`src/rtl/sips4_exec_core.sv`:
```
// SIPS4 execution core: 8x4 register file, 4-bit NZCV ALU, 16x4 data RAM.
// Optional macro SIPS4_R0_ZERO_EN hardwires register 0 to zero.
module sips4_exec_core (
    input  logic       clk,
    input  logic       rst_n,
    input  logic       rf_we,
    input  logic [2:0] rf_ra1,
    input  logic [2:0] rf_ra2,
    input  logic [2:0] rf_wa,
    input  logic [3:0] rf_wd,
    output logic [3:0] rf_rd1,
    output logic [3:0] rf_rd2,
    input  logic [3:0] alu_op,
    input  logic [3:0] alu_a,
    input  logic [3:0] alu_b,
    output logic [3:0] alu_result,
    output logic [3:0] alu_flags,
    input  logic       ram_we,
    input  logic [3:0] ram_waddr,
    input  logic [3:0] ram_wdata,
    input  logic [3:0] ram_raddr,
    output logic [3:0] ram_rdata
);

    typedef enum logic [3:0] {
        OP_ADD  = 4'd0,
        OP_SUB  = 4'd1,
        OP_AND  = 4'd2,
        OP_OR   = 4'd3,
        OP_XOR  = 4'd4,
        OP_NOT  = 4'd5,
        OP_SHL  = 4'd6,
        OP_SHR  = 4'd7,
        OP_SAR  = 4'd8,
        OP_PASS = 4'd9,
        OP_INC  = 4'd10,
        OP_DEC  = 4'd11
    } alu_op_e;

    logic [3:0] regs_q [8];
    logic [3:0] mem_q  [16];
    logic       rf_wr_ok;

`ifdef SIPS4_R0_ZERO_EN
    assign rf_wr_ok = rf_we && (rf_wa != 3'd0);
    assign rf_rd1   = (rf_ra1 == 3'd0) ? 4'h0 : regs_q[rf_ra1];
    assign rf_rd2   = (rf_ra2 == 3'd0) ? 4'h0 : regs_q[rf_ra2];
`else
    assign rf_wr_ok = rf_we;
    assign rf_rd1   = regs_q[rf_ra1];
    assign rf_rd2   = regs_q[rf_ra2];
`endif

    assign ram_rdata = mem_q[ram_raddr];

    // Register file storage; reset clears every word at once.
    always_ff @(posedge clk or negedge rst_n) begin
        if (!rst_n) begin
            for (int i = 0; i < 8; i++) begin
                regs_q[i] <= 4'h0;
            end
        end else if (rf_wr_ok) begin
            regs_q[rf_wa] <= rf_wd;
        end
    end

    // Data RAM storage; cleared by reset like the register file.
    always_ff @(posedge clk or negedge rst_n) begin
        if (!rst_n) begin
            for (int i = 0; i < 16; i++) begin
                mem_q[i] <= 4'h0;
            end
        end else if (ram_we) begin
            mem_q[ram_waddr] <= ram_wdata;
        end
    end

    logic [4:0] add_s;
    logic [4:0] sub_s;
    logic [4:0] inc_s;
    logic [4:0] dec_s;

    assign add_s = {1'b0, alu_a} + {1'b0, alu_b};
    assign sub_s = {1'b0, alu_a} - {1'b0, alu_b};
    assign inc_s = {1'b0, alu_a} + 5'd1;
    assign dec_s = {1'b0, alu_a} - 5'd1;

    logic [3:0] res;
    logic       c_f;
    logic       v_f;
    logic       rsvd;

    // Combinational ALU; bit 4 of each sum is carry out (or borrow).
    always_comb begin
        res  = 4'h0;
        c_f  = 1'b0;
        v_f  = 1'b0;
        rsvd = 1'b0;
        case (alu_op)
            OP_ADD: begin
                res = add_s[3:0];
                c_f = add_s[4];
                v_f = (alu_a[3] == alu_b[3]) && (res[3] != alu_a[3]);
            end
            OP_SUB: begin
                res = sub_s[3:0];
                c_f = sub_s[4];
                v_f = (alu_a[3] != alu_b[3]) && (res[3] != alu_a[3]);
            end
            OP_AND:  res = alu_a & alu_b;
            OP_OR:   res = alu_a | alu_b;
            OP_XOR:  res = alu_a ^ alu_b;
            OP_NOT:  res = ~alu_a;
            OP_SHL: begin
                res = {alu_a[2:0], 1'b0};
                c_f = alu_a[3];
            end
            OP_SHR: begin
                res = {1'b0, alu_a[3:1]};
                c_f = alu_a[0];
            end
            OP_SAR: begin
                res = {alu_a[3], alu_a[3:1]};
                c_f = alu_a[0];
            end
            OP_PASS: res = alu_b;
            OP_INC: begin
                res = inc_s[3:0];
                c_f = inc_s[4];
                v_f = !alu_a[3] && res[3];
            end
            OP_DEC: begin
                res = dec_s[3:0];
                c_f = dec_s[4];
                v_f = alu_a[3] && !res[3];
            end
            default: rsvd = 1'b1;
        endcase
    end

    assign alu_result = res;
    assign alu_flags  = rsvd ? 4'b0100
                             : {res[3], (res == 4'h0), c_f, v_f};

endmodule

```
`config.mk`:
```
export PLATFORM = sky130hd
export DESIGN_NAME = sips4_exec_core
export DESIGN_NICKNAME = d
export VERILOG_FILES = /design/src/rtl/sips4_exec_core.sv
export SDC_FILE = /design/constraint.sdc
export NUM_CORES = 1
export LEC_CHECK = 0
export ABC_AREA = 0
export CORE_ASPECT_RATIO = 0.7
export CORE_MARGIN = 5
export CORE_UTILIZATION = 45
export DETAILED_ROUTE_END_ITERATION = 16
export DONT_BUFFER_PORTS = 1
export PLACE_DENSITY_LB_ADDON = 0.15
export SETUP_SLACK_MARGIN = 0.2
export SLEW_MARGIN = 20
export SYNTH_ARGS = -nofsm -noshare
export SYNTH_HDL_FRONTEND = slang
export SYNTH_SLANG_ARGS = --single-unit
```
`constraint.sdc`:
```
create_clock -name clk -period 5.16 [get_ports clk]
set_input_delay 0.774 -clock clk [delete_from_list [all_inputs] [get_ports clk]]
set_output_delay 0.774 -clock clk [all_outputs]
set_load 0.02 [all_outputs]
```
* Word-level counts from Yosys, hierarchy flattened
Index checks and enable logic that the tools add are counted.
Operators by class: add/subtract/negate cells 4, $lt $le $gt $ge 7, equal/unequal tests 15, mux-type cells 19, bitwise operators 9, reductions and logical operators 12
Operators by type and width (count):
- bitwise mux 64 bit | 1
- one-hot mux 4 bit (12 select lines) | 1
- 2-to-1 mux 4 bit | 9
- bitwise mux 32 bit | 1
- binary-select mux 4 bit (select 3 bit) | 2
- binary-select mux 4 bit (select 4 bit) | 1
- demux 4 bit (select 4 bit) | 1
- == test 4 x 3 -> 1 bit (second input constant) | 4
- == test 4 bit (second input constant) | 4
- demux 4 bit (select 3 bit) | 1
- >= comparator 4 bit (second input constant) | 3
- inverter 3 -> 4 bit | 3
- OR reduction 12 bit | 1
- >= comparator 5 bit (second input constant) | 2
- inverter 4 -> 5 bit | 2
- == test 4 x 2 -> 1 bit (second input constant) | 2
- zero test 4 bit | 2
- logical AND 1 bit | 6
- one-hot mux 1 bit (6 select lines) | 1
- adder 4 x 1 -> 5 bit (second input constant) | 1
- adder 4 x 4 -> 5 bit | 1
- < comparator 5 x 1 -> 1 bit (second input constant) | 1
- subtractor 4 x 1 -> 5 bit (second input constant) | 1
- subtractor 4 x 4 -> 5 bit | 1
- other kinds (11) | 14
Storage, ports and cells: register bits 96, input bits 41, output and inout bits 20, logic and storage cells 90

* Logic depth before layout (Yosys ltp)
depth after elaboration 6, mapped depth 9, gate-level depth less buffers 9

* Worst setup path before layout
Ideal clock, no wire load.
kind in2out, start point in alu_a[2], end point out alu_flags[2], arrival 2891 ps, required time 4386 ps, path slack 1495 ps, stages on the path 9, buffers on the path 1, path through buf_2 inv_1 ha_1 inv_2 a211o_1 mux2i_1 xor2_1 a211o_1 nor4_2
On the way: word-level cells in the longest chain between the ends 4, elaborated cells between the ends (all ways) 11, those cells by class add/sub (4); mux (2); bitwise (4); reduce/logical (1)
RTL lines:
- from (decl) | line 14 | input logic [3:0] alu_a,
- subtractor 4 x 1 -> 5 bit, or another cell as far along | line 86 | assign dec_s = {1'b0, alu_a} - 5'd1;
- one-hot mux 4 bit (12 select lines) * | line 99 | case (alu_op)
- zero test 4 bit * | line 143 | : {res[3], (res == 4'h0), c_f, v_f};
- 2-to-1 mux 4 bit * | line 142 | assign alu_flags = rsvd ? 4'b0100
- to (decl) | line 17 | output logic [3:0] alu_flags,
Every way passes the cells marked *; elsewhere a longest branch is shown, timed or not.

* Worst setup path in the final report
start point in alu_a[1], end point out alu_flags[2]
The elaborated chain is that of the path after synthesis.

==> metrics.txt <==
clock sink count=96; fin crit period=3.804 ns; RD Place Congestion=0.8704; Clk Latency, worst-skew pair=0.33 ns; antenna diode count=0; initial drt markers=208; CTS tree=built; Vias=3538; DP Area=5709 µm²; EDFF count, synth=0; area delta synth->final=6.757%; initial antenna violation count=0; Net Count, Synth=490; H-tree Lvls=3; Overall Global Routing Usage=17.39%; critical path, cell by cell=inv_1 -> ha_1 -> a21o_1 -> a21oi_2 -> mux2i_1 -> xor2_1 -> a211o_1 -> nor4_2; YS warnings=0; Die W=143.9 µm; post-synthesis sequential element count=96; FFs w/ async S/R, synth=100.0%; initial core utilization=45.78%; sum of negative setup slack=0 ns; Max IR drop VDD=0.1814 mV; nets@finish=472; largest net degree at the start of global routing=97; Routed Wire Length=12610 µm; DIE AREA=14930 µm²; final period utilization=73.72%; register area share after synthesis=42.53%; Num CTS Buffers=9; first drt pass iteration count=5; Synth cell types=49; fraction of layout cells with a size suffix above 1=38.13%; dpl cells=564; CTS max path bufs=2; Max-Cap Viols=0; post-route insts no fill=579; post-CTS sizing=0; ys flop type=dfrtp_1; Hold Vio Cnt, Final=0; Worst Skew=0 ns; Slowest cell on crit path=nor4_2; cell area after layout=6030 µm²; DP Wirelength=8921 µm; cells after synthesis=431; Startpoint Class=input port; synthesized area per cell=13.10 µm²; WHS=0.1355 ns; vias per inst=6.111; I/O pin count=61; Layout Utilization=48.87%; max-slew violation count=0; Critical Path Max Stage Delay=0.59 ns; Leak=2.463 nW; fill count=1123; Crit path buffers/inverters=1; remaining antenna violation count after routing=0; row count=34; hold buffer count at cts=0; WL/cell=21.79 µm; RSZ-0062 raised after global routing=false; Post-CTS Setup Bufs=0; crit-path leading delay family=compound AO/OA/AOI/OAI gates; Final setup viols=0; IO buf count=0; CP Data Arrival Time=3.03 ns; global-route wire length before repair=20430 µm; max frequency=262.9 MHz; die extent in y=103.7 µm; clk root buf=clkbuf_16; Critical Path RT=4.39 ns; area of the core=12340 µm²; HP Class=in -> async; Slew @ Worst Pin=0.9774 ns; Crit Path Class=in -> out; outcome=finished clean; grt total ovfl=0; CP Capture Type=output pin; DRC errors left=0; Clock transition at path regs=0.06 ns; Synth Cell Area=5648 µm²; vias in the first global route=3587; crit-path max FO=7; slew margin rel.=34.15%; Power Dens Cells=366.1 nW/µm²
==> power breakdown <==
group	internal (mW)	switching, mW
clock network	0.435	0.276
logic	0.294	0.186
registers	0.925	0.0916
==> sequential cells by signal, summed over array words and instances, names as in the netlist <==
signal,flops
mem_q,64
regs_q,32
==> cell usage in the layout, fill, tap and decap left out, types with 4 or more instances in the layout <==
cell type,synthesis,routed
a21oi_1,11,11
mux2_2,104,104
nor2b_1,4,4
dfrtp_1,96,96
o21ai_0,9,9
inv_1,10,10
nor3_1,11,11
nand3b_1,5,5
nand2b_1,9,9
clkbuf_16,0,9
nor2_1,22,22
nand2_1,11,11
nor3b_1,4,4
ha_1,16,16
mux4_2,36,36
==> cell usage after synthesis (2+ instances only) <==
library cell  number  area, µm²
nand4b_1           3      26.28
buf_2             14      70.07
clkbuf_1          12      45.04
nand2b_1           9      56.30
a21o_1             2      15.01
nand2_1           11      41.29
a21oi_1           11      55.05
a32oi_1            2      17.52
nor3b_1            4      30.03
ha_1              16      200.2
or3_1              3      18.77
mux2_2           104       1171
a31oi_1            3      18.77
and3_1             3      18.77
nor3_1            11      55.05
o32ai_1            3      26.28
fa_1               2      40.04
mux4_2            36      810.8
mux2i_1            2      20.02
xor2_1             2      17.52
a22oi_1            2      15.01
o211ai_1           2      15.01
dfrtp_1           96       2402
a211o_1            3      26.28
o21ai_0            9      45.04
nor2_1            22      82.58
nand3_1            3      15.01
nand3b_1           5      37.54
mux2_1             2      22.52
inv_1             10      37.54
buf_4              2      15.01
nor2b_1            4      25.02
or2_1              2      12.51
==> final timing paths <==
| kind | startpoint | endpoint | slack, ns | depth (start not counted) |
|---|---|---|---|---|
| max | alu_a[1] | alu_flags[2] | 1.36 | 8 |
| min reg2reg | mem_q[44]$_DFFE_PN0P_ | mem_q[44]$_DFFE_PN0P_ | 0.49 | 1 |
| min | rst_n | regs_q[9]$_DFFE_PN0P_ | 0.14 | 0 |
| max in group asynchronous | rst_n | mem_q[31]$_DFFE_PN0P_ | 4.89 | 0 |
| max reg2reg | regs_q[29]$_DFFE_PN0P_ | regs_q[29]$_DFFE_PN0P_ | 4.37 | 1 |
| min in group clk | mem_q[44]$_DFFE_PN0P_ | mem_q[44]$_DFFE_PN0P_ | 0.49 | 1 |
==> kinds of logic after synthesis <==
| family | share of synthesized area (%) |
|---|---|
| mux | 35.84 |
| flops | 42.53 |
| simple gates | 7.754 |
| compound gates | 5.915 |
| buf+inv | 3.234 |
| fa+ha+maj | 4.253 |
| xor+xnor | 0.4653 |
==> cell type report <==
cell class                 instances  area (µm²)  share of cell area [%]
clock buffer                      10       239.0                   3.963
tap                              162       202.7                   3.362
clock inverter                     5       81.33                   1.349
sequential                        96        2402                   39.84
multi-input combinational        295        3063                   50.80
inverter                          11       41.29                  0.6848
==> through the flow <==
| stage | total power, mW | setup WS [ns] |
|---|---|---|
| detailed placement | 1.513 | 1.357 |
| finish | 2.207 | 1.356 |
| CTS | 2.229 | 1.357 |
| global route | 2.311 | 1.169 |
| floorplan | 1.440 | 1.495 |
| global placement | 1.496 | 1.400 |
==> routing by layer <==
metal / up-vias / GRT usage [%] / part of all wire [%]
met3: 11 / 5.021 / 6.4
met5: - / 0 / 0
li1: 1589 / - / -
met4: 0 / 3.024 / 0.74
met2: 105 / 24.60 / 44
met1: 1833 / 26.82 / 49
(Power assumes the default switching activity.)
==> edit: new RTL, same settings <==
Add a define of `SIPS4_R0_ZERO_EN`.
--- a/src/rtl/sips4_exec_core.sv
+++ b/src/rtl/sips4_exec_core.sv
@@ -1,5 +1,7 @@
 // SIPS4 execution core: 8x4 register file, 4-bit NZCV ALU, 16x4 data RAM.
 // Optional macro SIPS4_R0_ZERO_EN hardwires register 0 to zero.
+`define SIPS4_R0_ZERO_EN
+
 module sips4_exec_core (
     input  logic       clk,
     input  logic       rst_n,
Behaviour: not the same (a bounded check fails within 4 cycles, from zero or initial values and one cycle with rst_n low).
==> edit against the unedited design <==
Non-clock buffer count is 2 higher; setup slack got worse by 110 ps; largest power group unchanged; largest cell class unchanged; combinational power decreased by 5.6%; total power decreased by 4.4%; critical path depth down 1; wire length rose by 2.0%; final area increased by 0.25%; sequential cell count unchanged; synthesized area is 0.58% higher.
==> edit: results (changes against the unedited design) <==
status = completed
DR vias/cell = 6.00 (-1.7%)
Max VDD drop = 0.168 mV (-7.1%)
FILL cells = 1,096 (-2.4%)
fin area = 6040 sq um (+0.25%)
crit path DAT = 3140 ps (+110 ps)
Area after DPL = 5750 sq um (+0.72%)
Hold Crit Class = in2async
layout net count = 503 (+6.6%)
DR WL/cell = 21.0 um (-3.4%)
htree depth = 3 (unchanged)
synthesis warning total = 0 (unchanged)
share of cells above drive strength 1 = 31.4% (-6.7 points)
drt pass-1 iters = 5 (unchanged)
RR Startpoint = regs_q[15]
# Post-CTS Setup Buffers = 0 (unchanged)
Top reg by flops = mem_q
Top delay family on crit path = simple AND/OR/NAND/NOR gates
Slowest cell on crit path = nor4_2
clock slew at reported path FFs = 70 ps
Netlist cell types = 55 (+12%)
Primary FF master, synth = dfrtp_1
Post-Syn Nets = 520 (+6.1%)
initial drt markers = 283 (+36%)
dpl ws = 1230 ps (-125 ps)
Seq/Total Area, Yosys = 42.3% (-0.24 points)
initial antenna violation count = 0 (unchanged)
GPL Wtd Cong = 0.845 (-2.9%)
Mean Syn Cell Area = 12.3 sq um (-6.0%)
top cells by area, synth = dfrtp_1 42%, mux2_2 18%, mux4_2 11%, ha_1 3.5%, mux2i_1 2.1%
Num CTS Buffers = 9 (unchanged)
CP peak stage delay = 710 ps (+120 ps)
CTS Buffer Depth = 2 (unchanged)
DRT Wirelength = 12.9 mm (+2.0%)
asr flop ratio synth = 100% (unchanged)
first-pass GRT wire length = 20.8 mm (+2.0%)
number of diodes = 0 (unchanged)
vias in the first global route = 3,800 (+5.9%)
Slew Limit Headroom = 38.3% (+4.2 points)
pin count of the biggest net entering global routing = 97 (unchanged)
CTS resizes = 0 (unchanged)
Post-synth top cells = 96 x dfrtp_1, 91 x mux2_2, 28 x mux4_2
HPWL after detailed placement = 9.40 mm (+5.4%)
commonest non-fill, non-tap cell in the layout = dfrtp_1
Worst Setup SP = alu_a[2]
gr usage total = 17.4% (about the same)
Root Driver = clkbuf_16
clock network latency to the later pin of the worst-skew pair = 330 ps (about the same)
leakage = 2.51 nW (+1.8%)
biggest regs = mem_q x64, regs_q x32
clk_skew = 0 ps (unchanged)
count of input and output buffers = 0 (unchanged)
Cell Count Post-Placement = 595 (+5.5%)
Worst Path Max Fanout = 9 (+2)
## edit: per-layer routing
metal	up-vias	share of wire, %	track usage [%]
met5	-	0	0
met4	0	0.53	3.13
met3	6	6.9	5.24
met2	94	45	25.0
met1	1864	48	26.2
li1	1705	-	-
## edit: worst paths after layout
| kind | to | slack [ps] | cells past startpoint |
|---|---|---|---|
| max | alu_flags[2] | 1240 | 7 |
| min | mem_q[62] | 140 | 0 |
| max reg2reg | regs_q[15] | 4360 | 1 |
| min reg2reg | regs_q[28] | 400 | 0 |
| max in group asynchronous | regs_q[27] | 4840 | 0 |
| min in group clk | regs_q[28] | 400 | 0 |
## edit: final cells by class
cell class	instances	area share (%)
Clock buffer	12	4.24
Clock inverter	4	0.621
Inverter	16	0.994
Multi-Input combinational cell	319	50.8
Sequential cell	96	39.7
Tap cell	162	3.35
Timing Repair Buffer	2	0.248
## edit: power by group
part	total [mW]	internal (mW)	switching, mW
sequential	1.01	0.918	0.0930
combinational	0.453	0.268	0.185
clock	0.646	0.360	0.286
## edit: through the flow
| stage | power (mW) | hold slack [ps] |
|---|---|---|
| 2_1_floorplan | 1.40 | 441 |
| 3_5_place_dp | 1.48 | 385 |
| 3_3_place_gp | 1.46 | 377 |
| 6_report | 2.11 | 135 |
| 5_1_grt | 2.21 | 117 |
| 4_1_cts | 2.13 | 123 |
## edit: kinds of logic after synthesis
logic type      Yosys count  share of synthesized area, %
buf+inv                  46                          3.66
mux                     132                          31.5
compound gates           69                          8.48
flops                    96                          42.3
simple gates             96                          9.27
xor+xnor                  4                         0.617
fa+ha+maj                18                          4.23
